`config.mk`:
```
export PLATFORM = sky130hd
export DESIGN_NAME = fsquare
export DESIGN_NICKNAME = d
export VERILOG_FILES = /design/src/rtl/fsquare.sv
export SDC_FILE = /design/constraint.sdc
export NUM_CORES = 1
export LEC_CHECK = 0
export CORE_MARGIN = 1.5
export CORE_UTILIZATION = 45
export DETAILED_ROUTE_END_ITERATION = 8
export GPL_TIMING_DRIVEN = 0
export HOLD_SLACK_MARGIN = 0.05
export PLACE_DENSITY = 0.68
export SKIP_LAST_GASP = 1
export SLEW_MARGIN = 15
export SYNTH_ARGS = -nofsm -noshare
export SYNTH_HDL_FRONTEND = slang
export SYNTH_SLANG_ARGS = --single-unit
```
`constraint.sdc`:
```
create_clock -name clk -period 7.6 [get_ports clk]
set_input_delay 1.52 -clock clk [delete_from_list [all_inputs] [get_ports clk]]
set_output_delay 1.52 -clock clk [all_outputs]
set_load 0.005 [all_outputs]
```
`src/rtl/fsquare.sv`:
```
// Single-precision squarer: y = x*x with a 24-cycle radix-2 shift-add mantissa
// multiplier, truncating normalisation, zero flush and infinity saturation.
module fsquare (
    input  logic        clk,
    input  logic        rst,
    input  logic        in_valid,
    output logic        in_ready,
    input  logic [31:0] x,
    output logic        out_valid,
    input  logic        out_ready,
    output logic [31:0] y
);

    typedef enum logic [1:0] {
        S_IDLE = 2'd0,
        S_MUL  = 2'd1,
        S_DONE = 2'd2
    } state_t;

    localparam logic [31:0] Y_ZERO = 32'h0000_0000;
    localparam logic [31:0] Y_INF  = 32'h7F80_0000;
    localparam logic [31:0] Y_NAN  = 32'h7FC0_0000;

    state_t      state_q, state_d;
    logic [23:0] m_q, m_d;
    logic [47:0] p_q, p_d;
    logic [4:0]  cnt_q, cnt_d;
    logic [7:0]  exp_q, exp_d;
    logic [31:0] y_q, y_d;
    logic        out_valid_q, out_valid_d;

    logic [24:0] step_add_s;
    logic [47:0] p_step_s;
    logic        sign_unused_s;

    // Normalise the top product bits with exponent 2E-bias and pack, saturating/flushing.
    function automatic logic [31:0] pack_square(input logic [24:0] p_top, input logic [7:0] e);
        logic signed [9:0] ey;
        logic [22:0]       frac;
        logic [31:0]       res;
        if (p_top[24]) begin
            frac = p_top[23:1];
            ey   = $signed({1'b0, e, 1'b0}) - 10'sd126;
        end else begin
            frac = p_top[22:0];
            ey   = $signed({1'b0, e, 1'b0}) - 10'sd127;
        end
        if (ey >= 10'sd255) begin
            res = Y_INF;
        end else if (ey <= 10'sd0) begin
            res = Y_ZERO;
        end else begin
            res = {1'b0, ey[7:0], frac};
        end
        return res;
    endfunction

    assign sign_unused_s = x[31];
    assign step_add_s    = {1'b0, p_q[47:24]} + (m_q[cnt_q] ? {1'b0, m_q} : 25'd0);
    assign p_step_s      = {step_add_s, p_q[23:1]};

    // Next-state and datapath control.
    always_comb begin
        state_d     = state_q;
        m_d         = m_q;
        p_d         = p_q;
        cnt_d       = cnt_q;
        exp_d       = exp_q;
        y_d         = y_q;
        out_valid_d = out_valid_q;
        case (state_q)
            S_IDLE: begin
                if (in_valid) begin
                    if (x[30:23] == 8'd0) begin
                        y_d         = Y_ZERO;
                        out_valid_d = 1'b1;
                        state_d     = S_DONE;
                    end else if (x[30:23] == 8'hFF) begin
                        y_d         = (x[22:0] != 23'd0) ? Y_NAN : Y_INF;
                        out_valid_d = 1'b1;
                        state_d     = S_DONE;
                    end else begin
                        m_d     = {1'b1, x[22:0]};
                        p_d     = 48'd0;
                        cnt_d   = 5'd0;
                        exp_d   = x[30:23];
                        state_d = S_MUL;
                    end
                end else begin
                    state_d = S_IDLE;
                end
            end
            S_MUL: begin
                p_d = p_step_s;
                if (cnt_q == 5'd23) begin
                    y_d         = pack_square(p_step_s[47:23], exp_q);
                    out_valid_d = 1'b1;
                    state_d     = S_DONE;
                end else begin
                    cnt_d = cnt_q + 5'd1;
                end
            end
            S_DONE: begin
                if (out_ready) begin
                    out_valid_d = 1'b0;
                    state_d     = S_IDLE;
                end else begin
                    state_d = S_DONE;
                end
            end
            default: begin
                out_valid_d = 1'b0;
                state_d     = S_IDLE;
            end
        endcase
    end

    // State and datapath registers with synchronous reset.
    always_ff @(posedge clk) begin
        if (rst) begin
            state_q     <= S_IDLE;
            m_q         <= 24'd0;
            p_q         <= 48'd0;
            cnt_q       <= 5'd0;
            exp_q       <= 8'd0;
            y_q         <= 32'd0;
            out_valid_q <= 1'b0;
        end else begin
            state_q     <= state_d;
            m_q         <= m_d;
            p_q         <= p_d;
            cnt_q       <= cnt_d;
            exp_q       <= exp_d;
            y_q         <= y_d;
            out_valid_q <= out_valid_d;
        end
    end

    assign in_ready  = (state_q == S_IDLE);
    assign out_valid = out_valid_q;
    assign y         = y_q;

endmodule

```
==> out/qor.yml, run 1 <==
outcome:
  run_status: "complete, no violations"
die:
  core_area_sq_um: 12100
  chipHeight_microns: 114
  std_cell_rows: 40
  fp.dieArea_sq_um: 13100
  chipWidth_microns: 114
  number_of_top_level_pins: 70
  floorplan.initialDensity: 0.464
routing:
  dr.first_iter.drc_count: 324
  viasPerCell: 5.61
  drtPass1Iterations: 5
  drc: 0
  wirelength_microns: 15300
  antenna_violating_nets_post_route: 0
  dr_total_vias: 5239
  routedWlPerCell_microns: 16.3
power_and_ir_drop:
  power_per_cell_area_nw_per_um2: 162
  power.total_uw: 1090
  leakagePower_uw: 0.00264
  irDropWorstVdd_v: 0.000101
critical_path:
  critical_path.startpoint_type: "register"
  worst_ep_required_time_ns: 7.82
  critical_path_arrival_ns: 6.98
  worst-path-max-fanout: 10
  path_class: "register to register"
  worstSetupEndpointType: "register"
logic_synthesis:
  synth-adder-area-share: 0.0707
  synthesized_netlist_net_count: 752
  synthesis.instances: 685
  synth_top_area_frac: 0.340
  post_synthesis_mux_area_share: 0.0694
  synthDominantAreaCellType: "sky130_fd_sc_hd__dfxtp_1"
  synth_edf_count: 0
  ys_warn_count: 0
  yosys.area_share.xor_xnor: 0.0454
  post_synth_num_cell_types: 60
  seq_area_frac_synth: 0.340
  ys.flop_type: "sky130_fd_sc_hd__dfxtp_1"
  synthesis.area_per_instance_sq_um: 8.16
  netlist_top_cells_area: "sky130_fd_sc_hd__dfxtp_1 (34%), sky130_fd_sc_hd__nand2_1 (7.9%), sky130_fd_sc_hd__ha_1 (6.7%)"
  yosys.area_share.simple: 0.223
  largest_family_of_logic_cells_by_synthesized_area: "simple AND/OR/NAND/NOR gates"
  yosys_register_bits: 95
  synth_area_sq_um: 5590
  share_of_async_settable_or_async_resettable_flops_after_synthesis: 0
  synth-compound-area-share: 0.209
sta:
  setup_viol_count_final: 0
  fin_worst_skew_ns: 0.00709
  finalCritPeriodShare: 0.890
  timing_hold_violations_final: 0
  unrepaired_setup_endpoints_after_global_routing: "false"
  tightestPinTransition_ns: 0.761
  setup_total_negative_slack_ns: 0
  timing.final.crit_period_ns: 6.77
  timing.slew.headroom: 0.492
  fmax_ghz: 0.148
  worst_setup_slack_after_layout_ns: 0.835
  timing.final.max_slew_violations: 0
clocking:
  post_cts_resize_count: 0
  clk_root_buffer_cell: "sky130_fd_sc_hd__clkbuf_16"
  post_cts_hold_buffer_count: 0
  number_of_buffers_created_by_cts: 9
  clkLatencyLatePin_ns: 0.35
  number_of_buffers_added_for_setup_after_cts: 0
  clock_sinks: 95
  worst_setup_hold_path_clk_slew_ns: 0.07
  tritoncts: "done"
  cts.path.max_buffers: 2
  ctsHtreeMaxLevel: 3
cells_and_area:
  nFillCells: 1133
  fin_area_sq_um: 6740
  final_cell_count_no_fill: 934
  nets: 829
  layout.cells.most_common_list: "sky130_fd_sc_hd__nand2_1 (117), sky130_fd_sc_hd__dfxtp_1 (95), sky130_fd_sc_hd__clkdlybuf4s50_1 (66), sky130_fd_sc_hd__a21oi_1 (65), sky130_fd_sc_hd__nor2_1 (56)"
  most_frequent_standard_cell_in_the_layout_excluding_fill_and_tap_cells: "sky130_fd_sc_hd__nand2_1"
  diodes: 0
  synthToLayoutAreaGrowth_pct: 20.6
  layout-drive-gt1-share: 0.0757
run:
  timing.max_cap.violations: 0
global_route:
  grt-ovfl-total: 0
  grt_pass1_wl_microns: 24700
  antenna_found_initial: 0
  global_route.usage.total: 0.243
  vias_in_the_first_global_route: 5000
  grt_start_max_net_pins: 15
placement:
  routability_cong: 0.936
  hpwlAfterDp_microns: 11900
  place_worst_setup_slack_ns: 0.854
  place.detailed.instances: 919
  placed_cell_area_sq_um: 6460
  port_buf_inserts: 66
worst_hold_path:
  hold_class: "register to register"
## cells in the mapped netlist (all sizes together) (2+ instances only)
library cell and number:
a311oi 2, o21ai 36, ha 30, o211ai 4
xor2 9, nand3b 2, nand2 117, a221oi 2
nor2b 28, a211oi 4, clkbuf 37, nor4 7
a21o 10, o22ai 2, nand4 8, and4 3
o31ai 3, o21bai 3, inv 13, nand2b 6
nand3 17, a21oi 66, buf 6, nor2 56
nor3 10, a21boi 2, or2 4, mux2i 23
mux4 7, and3 6, o21a 6, xnor2 20
a31oi 5, nor3b 2, dfxtp 95, a22oi 22
## through the flow
| stage | util | hold slack, ns |
|---|---|---|
| global placement | 0.536 | 0.436 |
| finish | 0.559 | 0.453 |
| detailed placement | 0.536 | 0.441 |
| global route | 0.559 | 0.476 |
| floorplan | - | 0.442 |
| CTS | 0.559 | 0.456 |
## power by group
group	total, uW	internal (uW)	switching, uW
logic	124	49.9	74.2
registers	520	510	9.87
clock network	445	252	193
total	1090	813	277
## final timing paths
kind / start / end / slack [ns] / cells past startpoint
setup / recovery: cnt_q[0] / y[22] / 0.83 / 20
hold / removal: y[5] / y[5] / 0.45 / 2
setup reg to reg: cnt_q[0] / y[22] / 0.83 / 20
hold reg to reg: y[5] / y[5] / 0.45 / 2
## worst max-delay path, stage by stage (launching register included)
cell and delay (ns):
sky130_fd_sc_hd__dfxtp_1 0.34, sky130_fd_sc_hd__clkbuf_1 0.55, sky130_fd_sc_hd__mux4_2 0.62, sky130_fd_sc_hd__mux4_2 0.47, sky130_fd_sc_hd__mux2i_1 0.37, sky130_fd_sc_hd__clkbuf_1 0.41, sky130_fd_sc_hd__nor2b_1 0.13, sky130_fd_sc_hd__ha_1 0.40
sky130_fd_sc_hd__a21oi_2 0.21, sky130_fd_sc_hd__a21oi_1 0.09, sky130_fd_sc_hd__o31a_1 0.29, sky130_fd_sc_hd__a311oi_2 0.36, sky130_fd_sc_hd__o21a_4 0.23, sky130_fd_sc_hd__buf_2 0.32, sky130_fd_sc_hd__buf_1 0.63, sky130_fd_sc_hd__ha_1 0.28
sky130_fd_sc_hd__o211ai_1 0.11, sky130_fd_sc_hd__o21ai_0 0.27, sky130_fd_sc_hd__nand2b_2 0.24, sky130_fd_sc_hd__buf_6 0.21, sky130_fd_sc_hd__o22ai_2 0.10
## sequential cells by signal (all words and copies together) (netlist names)
signal and count:
y 31, m_q 24, p_q 24, exp_q 8
cnt_q 5, state_q 2, out_valid 1
## layer usage
| metal | share of wire | track usage |
|---|---|---|
| met4 | 0.026 | 0.108 |
| met5 | 0 | 0 |
| met2 | 0.47 | 0.397 |
| met1 | 0.46 | 0.320 |
| met3 | 0.049 | 0.0355 |
## final cells by class
type,count,area (sq um),area share
plain buffers,43,183,0.0271
flip-flops and latches,95,1900,0.282
repair buffers,66,661,0.0980
inverters,13,51.3,0.00761
well taps,168,210,0.0312
clock inverters,4,47.5,0.00705
clock buffers,11,233,0.0345
multi-input cells,534,3460,0.513
## cells by family after synthesis
family,after synthesis
xor+xnor,29
simple gates,270
compound gates,173
mux,30
flops,95
other cells,1
fa+ha+maj,31
buf+inv,56
Power figures use the tool's default switching activity.
==> run 2: changes to the inputs <==
--- a/config.mk
+++ b/config.mk
@@ -5,8 +5,8 @@
 export SDC_FILE = /design/constraint.sdc
 export NUM_CORES = 1
 export LEC_CHECK = 0
-export CORE_MARGIN = 1.5
 export CORE_UTILIZATION = 45
+export CTS_CLUSTER_SIZE = 12
 export DETAILED_ROUTE_END_ITERATION = 8
 export GPL_TIMING_DRIVEN = 0
 export HOLD_SLACK_MARGIN = 0.05
==> run 2 against run 1 <==
  * Count of clock-buffer cells in the layout unchanged
  * Final cell count unchanged
  * Die area decreased by 1.7%
  * Sequential share of layout area about the same
==> out/qor.yml, run 2 (synthesis results as in run 1) <==
die:
  chipHeight_microns: 113
  std_cell_rows: 40
  core_area_sq_um: 12100
  chipWidth_microns: 113
  fp.dieArea_sq_um: 12900
  floorplan.initialDensity: 0.464
  number_of_top_level_pins: 70
sta:
  timing.final.max_slew_violations: 0
  worst_setup_slack_after_layout_ns: 0.777
  timing.final.crit_period_ns: 6.82
  worst_hold_slack_ns: 0.451
  finalCritPeriodShare: 0.898
  setup_viol_count_final: 0
  tightestPinTransition_ns: 0.766
  fmax_ghz: 0.147
  unrepaired_setup_endpoints_after_global_routing: "false"
  timing_hold_violations_final: 0
  fin_worst_skew_ns: 0.00714
  timing.slew.headroom: 0.489
  setup_total_negative_slack_ns: 0
routing:
  drtPass1Iterations: 6
  drc: 0
  routedWlPerCell_microns: 16.4
  viasPerCell: 5.58
  wirelength_microns: 15300
  dr_total_vias: 5208
  antenna_violating_nets_post_route: 0
  top_layer_used: "met4"
  routedLengthMet1_microns: 7020
  met2RoutedLength_microns: 7070
  detailroute.wirelength.met3_microns: 776
  dr.first_iter.drc_count: 357
critical_path:
  launch_point_of_the_critical_path: "cnt_q[0]"
  worstSetupEndpointType: "register"
  critical_path.startpoint_type: "register"
  worst_ep_required_time_ns: 7.82
  worst-path-max-fanout: 10
  worstReg2RegStart: "cnt_q[0]"
  path_class: "register to register"
  critical_path_arrival_ns: 7.04
clocking:
  clkLatencyLatePin_ns: 0.35
  clock_sinks: 95
  worst_setup_hold_path_clk_slew_ns: 0.07
  post_cts_hold_buffer_count: 0
  tritoncts: "done"
  clk_root_buffer_cell: "sky130_fd_sc_hd__clkbuf_16"
  number_of_buffers_created_by_cts: 9
  number_of_buffers_added_for_setup_after_cts: 0
  cts.path.max_buffers: 2
  post_cts_resize_count: 0
  ctsHtreeMaxLevel: 3
placement:
  routability_cong: 0.925
  place.detailed.instances: 919
  hpwlAfterDp_microns: 11800
  port_buf_inserts: 66
  place_worst_setup_slack_ns: 0.794
cells_and_area:
  layout-drive-gt1-share: 0.0783
  nets: 829
  most_frequent_standard_cell_in_the_layout_excluding_fill_and_tap_cells: "sky130_fd_sc_hd__nand2_1"
  final_cell_count_no_fill: 934
  nFillCells: 1156
  synthToLayoutAreaGrowth_pct: 20.6
  largest_reg_flops: 31
  area.sequential_sq_um: 1900
  layout.cells.most_common_list: "sky130_fd_sc_hd__nand2_1 (117), sky130_fd_sc_hd__dfxtp_1 (95), sky130_fd_sc_hd__clkdlybuf4s50_1 (66), sky130_fd_sc_hd__a21oi_1 (65), sky130_fd_sc_hd__nor2_1 (56)"
  diodes: 0
  area_of_the_multi_input_gates_sq_um: 3460
outcome:
  run_status: "complete, no violations"
global_route:
  grt-ovfl-total: 0
  antenna_found_initial: 0
  global_route.usage.total: 0.247
  vias_in_the_first_global_route: 4995
  grt_start_max_net_pins: 16
  grt_pass1_wl_microns: 24800
power_and_ir_drop:
  power_per_cell_area_nw_per_um2: 161
  irDropWorstVdd_v: 0.0000984
  leakagePower_uw: 0.00264
run:
  timing.max_cap.violations: 0
worst_hold_path:
  holdCritStartpoint: "y[10]"
  hold_class: "register to register"
## run 2: changes by cell type in the layout (fill, tap and decap cells not counted), sizes merged
cell,change
bufinv,-1
inv,+1
## run 2: report_power, final
part	total [uW]	switching, uW	internal (uW)
registers	520	10.1	510
logic	124	74.3	50.0
clock network	438	199	239
total	1080	283	799
## run 2: per-layer routing
| layer | GRT usage | up-vias |
|---|---|---|
| li1 | - | 2557 |
| met1 | 0.320 | 2453 |
| met2 | 0.403 | 169 |
| met3 | 0.0393 | 29 |
| met4 | 0.117 | 0 |
| met5 | 0 | - |
## run 2: final timing paths
path                 to  slack [ns]  depth (start not counted)
hold / removal    y[10]        0.45                          2
setup / recovery  y[22]        0.78                         20
hold reg to reg   y[10]        0.45                          2
setup reg to reg  y[22]        0.78                         20
## run 2: layout make-up
type | count | share of cell area
Inverter | 13 | 0.00761
Sequential cell | 95 | 0.282
Clock buffer | 11 | 0.0375
Tap cell | 168 | 0.0312
Timing Repair Buffer | 66 | 0.0979
Clock inverter | 4 | 0.00445
Multi-Input combinational cell | 534 | 0.512
Buffer | 43 | 0.0271
## run 2: per-stage QoR
step                 util  instance area (sq um)  power [uW]
finish              0.559                   6750        1080
global route        0.559                   6750        1120
CTS                 0.559                   6750        1090
detailed placement  0.536                   6460         654
global placement    0.536                   6460         650
floorplan               -                   5590         602
## run 2: worst max-delay path, stage by stage, from the launching register on
cell and delay, ns:
sky130_fd_sc_hd__dfxtp_1 0.34, sky130_fd_sc_hd__clkbuf_1 0.52, sky130_fd_sc_hd__mux4_2 0.62, sky130_fd_sc_hd__mux4_2 0.49
sky130_fd_sc_hd__mux2i_1 0.39, sky130_fd_sc_hd__clkbuf_1 0.41, sky130_fd_sc_hd__nor2b_1 0.15, sky130_fd_sc_hd__ha_1 0.41
sky130_fd_sc_hd__a21oi_2 0.22, sky130_fd_sc_hd__a21oi_1 0.09, sky130_fd_sc_hd__o31a_1 0.30, sky130_fd_sc_hd__a311oi_2 0.36
sky130_fd_sc_hd__o21a_4 0.23, sky130_fd_sc_hd__buf_2 0.33, sky130_fd_sc_hd__buf_1 0.63, sky130_fd_sc_hd__ha_1 0.28
sky130_fd_sc_hd__o211ai_1 0.12, sky130_fd_sc_hd__o21ai_0 0.27, sky130_fd_sc_hd__nand2b_2 0.24, sky130_fd_sc_hd__buf_6 0.20
sky130_fd_sc_hd__o22ai_2 0.09
